--- src/rtl/triroc_sc_loader.sv ---
// -----------------------------------------------------------------------------
// triroc_sc_loader
//
// Slow-control master for the TRIROC configuration shift register. A parallel
// config word is taken over a valid/ready handshake, shifted LSB-first onto
// sr_in while the displaced chain contents are captured from sr_out, and then
// latched into the chip with a single-cycle active-low load_sc strobe. When
// VERIFY is set, the same word is shifted a second time and the loop-back is
// compared bit by bit.
//
// Parameters
//   WIDTH     config chain length in bits (>= 2)
//   VERIFY    1: run a verifying second pass after load, 0: skip it
//   LOAD_GAP  idle cycles between the last shift cycle and load_sc (>= 1)
//
// Ports
//   ck_sr        in   slow-control clock, rising edge
//   rstb_sr      in   asynchronous active-low reset
//   cfg_data     in   config word, bit 0 shifted first
//   cfg_valid    in   cfg_data valid
//   cfg_ready    out  loader idle and accepting a word
//   sr_in        out  serial data to the chain (registered)
//   sr_out       in   serial data returned from the end of the chain
//   select       out  chain select, held at 1 (slow-control register)
//   load_sc      out  active-low load strobe, one cycle wide
//   busy         out  loader is in any state other than IDLE
//   done         out  one-cycle pulse at the end of a transaction
//   match        out  verify result, valid with done, held until next accept
//   rdback_data  out  previous chain contents captured during the first pass
// -----------------------------------------------------------------------------
module triroc_sc_loader #(
    parameter int WIDTH    = 16,
    parameter int VERIFY   = 1,
    parameter int LOAD_GAP = 2
) (
    input  logic             ck_sr,
    input  logic             rstb_sr,
    input  logic [WIDTH-1:0] cfg_data,
    input  logic             cfg_valid,
    output logic             cfg_ready,
    output logic             sr_in,
    input  logic             sr_out,
    output logic             select,
    output logic             load_sc,
    output logic             busy,
    output logic             done,
    output logic             match,
    output logic [WIDTH-1:0] rdback_data
);

    localparam int CW = $clog2(WIDTH + 1);
    localparam int GW = (LOAD_GAP > 1) ? $clog2(LOAD_GAP + 1) : 1;

    localparam logic [CW-1:0]    CNT_ZERO  = '0;
    localparam logic [CW-1:0]    CNT_ONE   = CW'(1);
    localparam logic [CW-1:0]    CNT_LAST  = CW'(WIDTH - 1);
    localparam logic [GW-1:0]    GAP_ZERO  = '0;
    localparam logic [GW-1:0]    GAP_ONE   = GW'(1);
    localparam logic [GW-1:0]    GAP_LAST  = GW'(LOAD_GAP - 1);
    localparam logic [WIDTH-1:0] VEC_ZERO  = '0;
    localparam logic [WIDTH-1:0] VEC_BIT0  = {{(WIDTH-1){1'b0}}, 1'b1};
    localparam logic             VERIFY_EN = (VERIFY != 0);

    typedef enum logic [2:0] {
        ST_IDLE   = 3'd0,
        ST_SHIFT  = 3'd1,
        ST_GAP    = 3'd2,
        ST_LOAD   = 3'd3,
        ST_VSHIFT = 3'd4,
        ST_DONE   = 3'd5
    } state_t;

    state_t           state_r,  state_s;
    logic [CW-1:0]    cnt_r,    cnt_s;
    logic [GW-1:0]    gap_r,    gap_s;
    logic [WIDTH-1:0] shadow_r, shadow_s;
    logic [WIDTH-1:0] rdback_r, rdback_s;
    logic [WIDTH-1:0] drive_vec_s;
    logic [WIDTH-1:0] verify_vec_s;
    logic [WIDTH-1:0] sample_vec_s;
    logic             match_acc_r, match_acc_s;
    logic             sr_in_r,     sr_in_s;
    logic             load_sc_r,   load_sc_s;
    logic             busy_r,      busy_s;
    logic             ready_r,     ready_s;
    logic             done_r,      done_s;
    logic             match_r,     match_s;
    logic             select_r;
    logic             accept_s;

    assign accept_s = cfg_valid & ready_r & (state_r == ST_IDLE);

    // Next-state and counter logic for the transaction sequencer.
    always_comb begin
        state_s = state_r;
        cnt_s   = cnt_r;
        gap_s   = gap_r;
        case (state_r)
            ST_IDLE: begin
                if (accept_s) begin
                    state_s = ST_SHIFT;
                    cnt_s   = CNT_ZERO;
                end else begin
                    state_s = ST_IDLE;
                end
            end
            ST_SHIFT: begin
                if (cnt_r == CNT_LAST) begin
                    state_s = ST_GAP;
                    gap_s   = GAP_ZERO;
                end else begin
                    cnt_s = cnt_r + CNT_ONE;
                end
            end
            ST_GAP: begin
                if (gap_r == GAP_LAST) begin
                    state_s = ST_LOAD;
                end else begin
                    gap_s = gap_r + GAP_ONE;
                end
            end
            ST_LOAD: begin
                if (VERIFY_EN) begin
                    state_s = ST_VSHIFT;
                    cnt_s   = CNT_ZERO;
                end else begin
                    state_s = ST_DONE;
                end
            end
            ST_VSHIFT: begin
                if (cnt_r == CNT_LAST) begin
                    state_s = ST_DONE;
                end else begin
                    cnt_s = cnt_r + CNT_ONE;
                end
            end
            ST_DONE: begin
                state_s = ST_IDLE;
            end
            default: begin
                state_s = ST_IDLE;
                cnt_s   = CNT_ZERO;
                gap_s   = GAP_ZERO;
            end
        endcase
    end

    // Output and datapath next values; outputs are derived from the next
    // state so that they are registered yet aligned with the state they show.
    always_comb begin
        if (accept_s) begin
            shadow_s = cfg_data;
        end else begin
            shadow_s = shadow_r;
        end

        // Bit to drive next cycle and bit being returned this cycle.
        drive_vec_s  = shadow_s >> cnt_s;
        verify_vec_s = shadow_r >> cnt_r;
        sample_vec_s = VEC_ZERO;
        sample_vec_s[0] = sr_out;

        if ((state_s == ST_SHIFT) || (state_s == ST_VSHIFT)) begin
            sr_in_s = drive_vec_s[0];
        end else begin
            sr_in_s = 1'b0;
        end

        load_sc_s = (state_s != ST_LOAD);
        busy_s    = (state_s != ST_IDLE);
        ready_s   = (state_s == ST_IDLE);
        done_s    = (state_s == ST_DONE);

        // First pass: the bit now on sr_out is the old chain bit cnt_r.
        if (state_r == ST_SHIFT) begin
            rdback_s = (rdback_r & ~(VEC_BIT0 << cnt_r)) | (sample_vec_s << cnt_r);
        end else begin
            rdback_s = rdback_r;
        end

        if (accept_s) begin
            match_acc_s = 1'b1;
        end else if ((state_r == ST_VSHIFT) && (sr_out != verify_vec_s[0])) begin
            match_acc_s = 1'b0;
        end else begin
            match_acc_s = match_acc_r;
        end

        // match_acc_s already includes the final loop-back bit here.
        if (accept_s) begin
            match_s = 1'b0;
        end else if (state_s == ST_DONE) begin
            if (VERIFY_EN) begin
                match_s = match_acc_s;
            end else begin
                match_s = 1'b1;
            end
        end else begin
            match_s = match_r;
        end
    end

    // State, datapath and output registers.
    always_ff @(posedge ck_sr or negedge rstb_sr) begin
        if (!rstb_sr) begin
            state_r     <= ST_IDLE;
            cnt_r       <= CNT_ZERO;
            gap_r       <= GAP_ZERO;
            shadow_r    <= VEC_ZERO;
            rdback_r    <= VEC_ZERO;
            match_acc_r <= 1'b0;
            sr_in_r     <= 1'b0;
            load_sc_r   <= 1'b1;
            busy_r      <= 1'b0;
            ready_r     <= 1'b1;
            done_r      <= 1'b0;
            match_r     <= 1'b0;
            select_r    <= 1'b1;
        end else begin
            state_r     <= state_s;
            cnt_r       <= cnt_s;
            gap_r       <= gap_s;
            shadow_r    <= shadow_s;
            rdback_r    <= rdback_s;
            match_acc_r <= match_acc_s;
            sr_in_r     <= sr_in_s;
            load_sc_r   <= load_sc_s;
            busy_r      <= busy_s;
            ready_r     <= ready_s;
            done_r      <= done_s;
            match_r     <= match_s;
            select_r    <= 1'b1;
        end
    end

    assign cfg_ready   = ready_r;
    assign sr_in       = sr_in_r;
    assign select      = select_r;
    assign load_sc     = load_sc_r;
    assign busy        = busy_r;
    assign done        = done_r;
    assign match       = match_r;
    assign rdback_data = rdback_r;

endmodule

--- config.mk ---
export PLATFORM = sky130hd
export DESIGN_NAME = triroc_sc_loader
export DESIGN_NICKNAME = d
export VERILOG_FILES = /design/src/rtl/triroc_sc_loader.sv
export SDC_FILE = /design/constraint.sdc
export NUM_CORES = 1
export LEC_CHECK = 0
export ABC_AREA = 1
export BUFFER_PORTS_ARGS = -buffer_cell sky130_fd_sc_hd__buf_4
export CELL_PAD_IN_SITES_DETAIL_PLACEMENT = 1
export CELL_PAD_IN_SITES_GLOBAL_PLACEMENT = 2
export CORE_UTILIZATION = 33
export DETAILED_ROUTE_END_ITERATION = 7
export GPL_TIMING_DRIVEN = 0
export HOLD_SLACK_MARGIN = 0.06
export PLACE_DENSITY_LB_ADDON = 0.1
export SYNTH_ARGS = -nofsm -noshare
export SYNTH_HDL_FRONTEND = slang
export SYNTH_SLANG_ARGS = --single-unit
--- constraint.sdc ---
create_clock -name ck_sr -period 2.1 [get_ports ck_sr]
set_input_delay 0.315 -clock ck_sr [delete_from_list [all_inputs] [get_ports ck_sr]]
set_output_delay 0.315 -clock ck_sr [all_outputs]
set_load 0.005 [all_outputs]
==> results.ini, run 1 <==
[cts]
clk_pin_slew_worst_paths_ns = 0.09
clk-insertion-delay-late_ns = 0.30
cts_buffers = 5
htree_levels = 2
clk_path_buf_depth = 2
tritoncts = yes
cts-root-buf = clkbuf_8
cts.sinks = 49

[critical_path]
cpPeakStageDelay_ns = 0.42
crit_path_start_kind = flop
crit_family = simple AND/OR/NAND/NOR gates
cp_cell_sequence = buf_4 -> inv_4 -> ha_1 -> inv_1 -> nand2_1 -> nand3_1 -> nand2_2 -> inv_2 -> nand3_1 -> nand2_1 -> nor2_2 -> nor2_1 -> nor2_1
r2r_slack_ns = 0.17
crit_type = flop to flop
crit_fanout = 9
critPathCaptureType = flop
path_buf_inv = 4
cp_data_arrival_time_ns = 2.13
slowest_stage = dfrtp_1
cp.required_ns = 2.30

[sta]
fin_skew_ns = 0.00997
setup_viol = 0
slew_violations = 0
layout_setup_ws_ns = 0.172
worst_slew_pin_slew_ns = 0.651
hold_viol_final = 0
fmax_ghz = 0.519
period_minus_slack_ns = 1.93
post-route-period-util = 0.918
timing.slew.headroom = 0.566

[synth]
async_flop_share = 1.00
synth_warnings = 0
netlist_area_um2 = 2620
ys_seq_elements = 49
yosysTopAreaCell = dfrtp_1
ys_types = 29
postSynthAreaPerCell_um2 = 8.00
synth_fp_nets = 354
yosysMostFrequentCell = nand2_1
synth_edf_count = 0
ys_seq_area_frac = 0.470
synth_top_flop_cell = dfrtp_1
syn_inst = 327
ys_top_cells_by_area = dfrtp_1, nand2_1, nand3_1
yosys.area.top_type_share = 0.450
synth_common_cells = nand2_1, dfrtp_1, nand3_1, inv_1, o21ai_0

[floorplanning]
io_pins = 43
die_x_um = 91.0
core_um2 = 7690
die_area_um2 = 8290
initial_utilization = 0.340
die_h_um = 91.0
row_count = 32

[placement]
detailed_place_hpwl_um = 5240
gp_congestion = 0.799
dp.cells = 470
pre_cts_ws_ns = -0.120
portBuffers = 41

[grt]
grt_start_max_net_pins = 50
grt_pass1_wl_um = 11800
first_global_vias = 2305
antenna_found_initial = 0
grt_usage = 0.182
grt_overflow = 0

[power_and_ir_drop]
p_per_area_nw_per_um2 = 1490
irDropWorstVdd_uv = 489
p_leak_uw = 0.00162

[routing]
drt_iter0_drc = 83
wl_per_cell_um = 14.5
final_antenna_net_count = 0
drt-total-wl_um = 7020
dr.pass1.iters = 6
vias = 2327
vias_per_cell = 4.80
drc = 0

[worst_hold_path]
min_path_type = primary input to flop

[cells_and_area]
syn2layout_area_growth_pct = 23.8
final_nets = 409
fin_cells = 485
drive_above_1_share = 0.253
n_antenna_cell = 0

[outcome]
status = complete, no violations

[flow_run]
cap_violations = 0

-- path summary, 6_finish.rpt --
path	from	endpoint	cells past startpoint
setup / recovery	cnt_r[0]	sr_in	13
hold / removal	cfg_data[14]	shadow_r[14]	3
setup reg to reg	cnt_r[0]	sr_in	13
hold reg to reg	match_acc_r	match_acc_r	2
max in group asynchronous	rstb_sr	rdback_data[10]	2
min in group asynchronous	rstb_sr	shadow_r[11]	2
-- power by group --
| group | switching (uW) | leakage (uW) | internal [uW] |
|---|---|---|---|
| Sequential | 199 | 0.000599 | 1330 |
| Combinational | 1670 | 0.000976 | 1030 |
| Clock | 316 | 0.0000455 | 270 |
-- cell usage in the layout, fill, tap and decap left out --
cell type / n
inv_1: 37
o21ai_0: 38
dfrtp_1: 46
buf_12: 1
clkbuf_1: 5
dfstp_2: 2
inv_4: 1
nand2_4: 2
o31ai_1: 1
clkbuf_4: 1
ha_4: 1
nand2_1: 80
conb_1: 1
buf_4: 49
o21bai_1: 1
nor2_2: 2
nand3_2: 1
nor3_1: 3
a21oi_1: 3
dlygate4sd3_1: 1
nand3_1: 46
o22ai_1: 1
clkinvlp_4: 1
buf_6: 1
ha_1: 6
clkbuf_8: 6
nand3_4: 1
o21ai_2: 11
inv_2: 4
o21ai_1: 3
buf_2: 1
dfrtp_2: 1
nor2_1: 14
nor2_4: 3
inv_8: 1
nand2_2: 7
-- layer usage --
metal,vias up,share of wire,global-route usage
li1,1161,-,-
met1,1132,0.50,0.253
met5,-,0,0
met3,6,0.027,0.0318
met2,28,0.47,0.295
met4,0,0.011,0.0437
-- logic make-up after synthesis --
| family | synth area share |
|---|---|
| other | 0.00143 |
| AO/OA/AOI/OAI | 0.128 |
| flip-flops | 0.470 |
| adder cells (fa/ha/maj) | 0.0335 |
| buffers and inverters | 0.0937 |
| AND/OR/NAND/NOR | 0.274 |
-- tightest hold or removal path, cell delays in order --
cell,delay (ns)
buf_4,0.08
nand2_1,0.05
o21ai_2,0.06
-- registers in the layout, indices dropped and copies added, names as in the netlist --
register     cells
state_r          3
match_acc_r      1
shadow_r        16
match            1
rdback_data     16
cfg_ready        1
load_sc          1
gap_r            2
cnt_r            5
done             1
busy             1
sr_in            1
-- through the flow --
step	power, uW	area, um^2	setup TNS, ns	util	hold WS (ns)
floorplan	3190	2620	0	-	0.0194
global placement	4070	3050	-0.138	0.397	0.389
detailed placement	4100	3050	-0.120	0.397	0.396
CTS	4710	3160	0	0.410	0.225
global route	5330	3240	-0.00470	0.421	0.230
finish	4820	3240	0	0.421	0.227
-- cell type report --
cell class / instances / area (um^2)
flip-flops and latches: 49 / 1230
multi-input cells: 225 / 1180
clock buffers: 8 / 90.1
fillers: 951 / 4450
plain buffers: 10 / 77.6
repair buffers: 47 / 355
inverters: 44 / 179
well taps: 102 / 128
-- timing repair --
item	4_1_cts	5_1_grt
pin swaps	0	2
gates resized for setup	2	13
setup buffers	0	5
hold buffers	1	0
cloned	0	1
endpoints found under the setup margin	1	1
endpoints found under the hold margin	5	0
Power figures use the tool's default switching activity.
==> run 2: changes to the inputs <==
CELL_PAD_IN_SITES_DETAIL_PLACEMENT = default   (was 1)
CELL_PAD_IN_SITES_GLOBAL_PLACEMENT = default   (was 2)
CORE_UTILIZATION = 56   (was 33)
PLACE_DENSITY = 0.79   (was default)
PLACE_DENSITY_LB_ADDON = default   (was 0.1)
==> run 2 against run 1 <==
  * Sequential power barely moved
  * Global-route usage rose by 5.9 points
  * Sequential share of layout area rose by 1.1 points
  * Sequential cell count did not move
  * Clock skew fell by 0.0050 ns
  * Die area fell by 40%
  * Count of clock-buffer cells in the layout did not move
  * Cell count fell by 11%
  * Via count fell by 0.43%
  * Total power fell by 3.2%
  * First-iteration DRC count rose by 70%
  * Critical path type unchanged
==> results.ini, run 2 (same netlist as run 1, synthesis figures left out) <==
[outcome]
status = complete, no violations

[critical_path]
critPathCaptureType = flop
crit_fanout = 6  ; -3
cp.required_ns = 2.29  ; about the same
crit_type = flop to flop
cp_data_arrival_time_ns = 2.16  ; +0.03 ns
crit_path_start_kind = flop

[floorplanning]
io_pins = 43  ; unchanged
die_area_um2 = 4950  ; -40%
initial_utilization = 0.593  ; +0.252
die_h_um = 70.4  ; -23%
row_count = 24  ; -25%
die_x_um = 70.4  ; -23%
core_um2 = 4410  ; -43%

[grt]
first_global_vias = 2174  ; -5.7%
grt_start_max_net_pins = 50  ; unchanged
antenna_found_initial = 0  ; unchanged
grt_overflow = 0  ; unchanged
grt_pass1_wl_um = 9430  ; -20%
grt_usage = 0.241  ; +0.0587

[routing]
drc = 0  ; unchanged
wl_per_cell_um = 13.4  ; -7.3%
final_antenna_net_count = 0  ; unchanged
vias = 2317  ; -0.43%
drt_iter0_drc = 141  ; +70%
dr.pass1.iters = 4  ; -2
drt-total-wl_um = 5810  ; -17%
vias_per_cell = 5.35  ; +12%

[cts]
clk_pin_slew_worst_paths_ns = 0.08  ; about the same
clk_path_buf_depth = 2  ; unchanged
clk-insertion-delay-late_ns = 0.30  ; about the same
htree_levels = 2  ; unchanged
cts-root-buf = clkbuf_8
cts.sinks = 49  ; unchanged
cts_buffers = 5  ; unchanged
tritoncts = yes

[placement]
pre_cts_ws_ns = -0.0228  ; +0.0969 ns
dp.cells = 420  ; -11%
gp_congestion = 0.895  ; +12%
detailed_place_hpwl_um = 4150  ; -21%
portBuffers = 41  ; unchanged

[sta]
layout_setup_ws_ns = 0.133  ; -0.0393 ns
setup_viol = 0  ; unchanged
worst_slew_pin_slew_ns = 0.598  ; -0.0524 ns
period_minus_slack_ns = 1.97  ; +0.0393 ns
hold_viol_final = 0  ; unchanged
fin_skew_ns = 0.00496  ; -0.00502 ns
fmax_ghz = 0.508  ; -2.0%
tns_ns = 0  ; unchanged
post-route-period-util = 0.937  ; +0.0187
timing.slew.headroom = 0.601  ; +0.0349
slew_violations = 0  ; unchanged

[cells_and_area]
n_antenna_cell = 0  ; unchanged
fin_cells = 433  ; -11%
final_common_cell = nand2_1
drive_above_1_share = 0.244  ; -0.00917
mostFrequentLayoutCells = nand2_1, nand3_1, buf_4, dfrtp_1, o21ai_0
final_nets = 407  ; -0.49%
syn2layout_area_growth_pct = 20.2

[worst_hold_path]
min_path_type = primary input to flop

[power_and_ir_drop]
irDropWorstVdd_uv = 874  ; +79%
total_power_uw = 4660  ; -3.2%
p_per_area_nw_per_um2 = 1480  ; -0.27%
p_leak_uw = 0.00160  ; -1.2%

[flow_run]
cap_violations = 0  ; unchanged

## run 2: layer usage
| layer | GRT usage | routed length (um) | up-vias |
|---|---|---|---|
| met4 | 0.0911 | 99 | 0 |
| met2 | 0.407 | 2880 | 62 |
| met5 | 0 | 0 | - |
| met3 | 0.0332 | 278 | 12 |
| li1 | - | - | 1162 |
| met1 | 0.314 | 2550 | 1081 |
## run 2: path summary, 6_finish.rpt
| path | from | end | slack (ns) | cells past startpoint |
|---|---|---|---|---|
| setup / recovery | cnt_r[1] | sr_in | 0.13 | 14 |
| hold / removal | cfg_data[1] | shadow_r[1] | 0.24 | 3 |
| setup reg to reg | cnt_r[1] | sr_in | 0.13 | 14 |
| hold reg to reg | match_acc_r | match_acc_r | 0.48 | 2 |
| max in group asynchronous | rstb_sr | cnt_r[1] | 1.10 | 2 |
| min in group asynchronous | rstb_sr | rdback_data[6] | 0.57 | 2 |
## run 2: layout make-up
type	instances	area [um^2]
tap	52	65.1
buffer	10	77.6
sequential	49	1230
timing repair buffer	45	340
clock buffer	8	80.1
fill	354	1270
multi-input combinational	225	1170
inverter	44	179
## run 2: worst max-delay path, cell delays in order (launching register included)
cell and delay, ns:
dfrtp_2 0.45, ha_2 0.20, nand2_1 0.10, inv_1 0.07
nand2_1 0.19, nand2_2 0.11, nand3_4 0.12, nand2_4 0.09
buf_4 0.15, nand2_1 0.05, nand3_1 0.06, nand3_1 0.09
nand3_1 0.08, nand2_1 0.06, nor2_1 0.04
## run 2: timing repair
action,4_1_cts,5_1_grt
gates cloned,0,1
pin swaps,0,1
setup endpoints to repair,1,1
resized for setup,1,12
setup buffers,0,3
hold endpoints to repair,47,0
hold buffers,1,0
## run 2: per-stage QoR
step | area (um^2) | hold slack, ns | utilization
after floorplan | 2620 | 0.0194 | -
after global placement | 2990 | 0.362 | 0.677
after detailed placement | 2990 | 0.364 | 0.677
after CTS | 3080 | 0.232 | 0.698
after global routing | 3140 | 0.236 | 0.712
final | 3140 | 0.237 | 0.712
## run 2: power by group
group	internal (uW)	total, uW	switching (uW)
sequential	1340	1530	195
combinational	1020	2600	1580
clock	237	534	297
total	2590	4660	2070
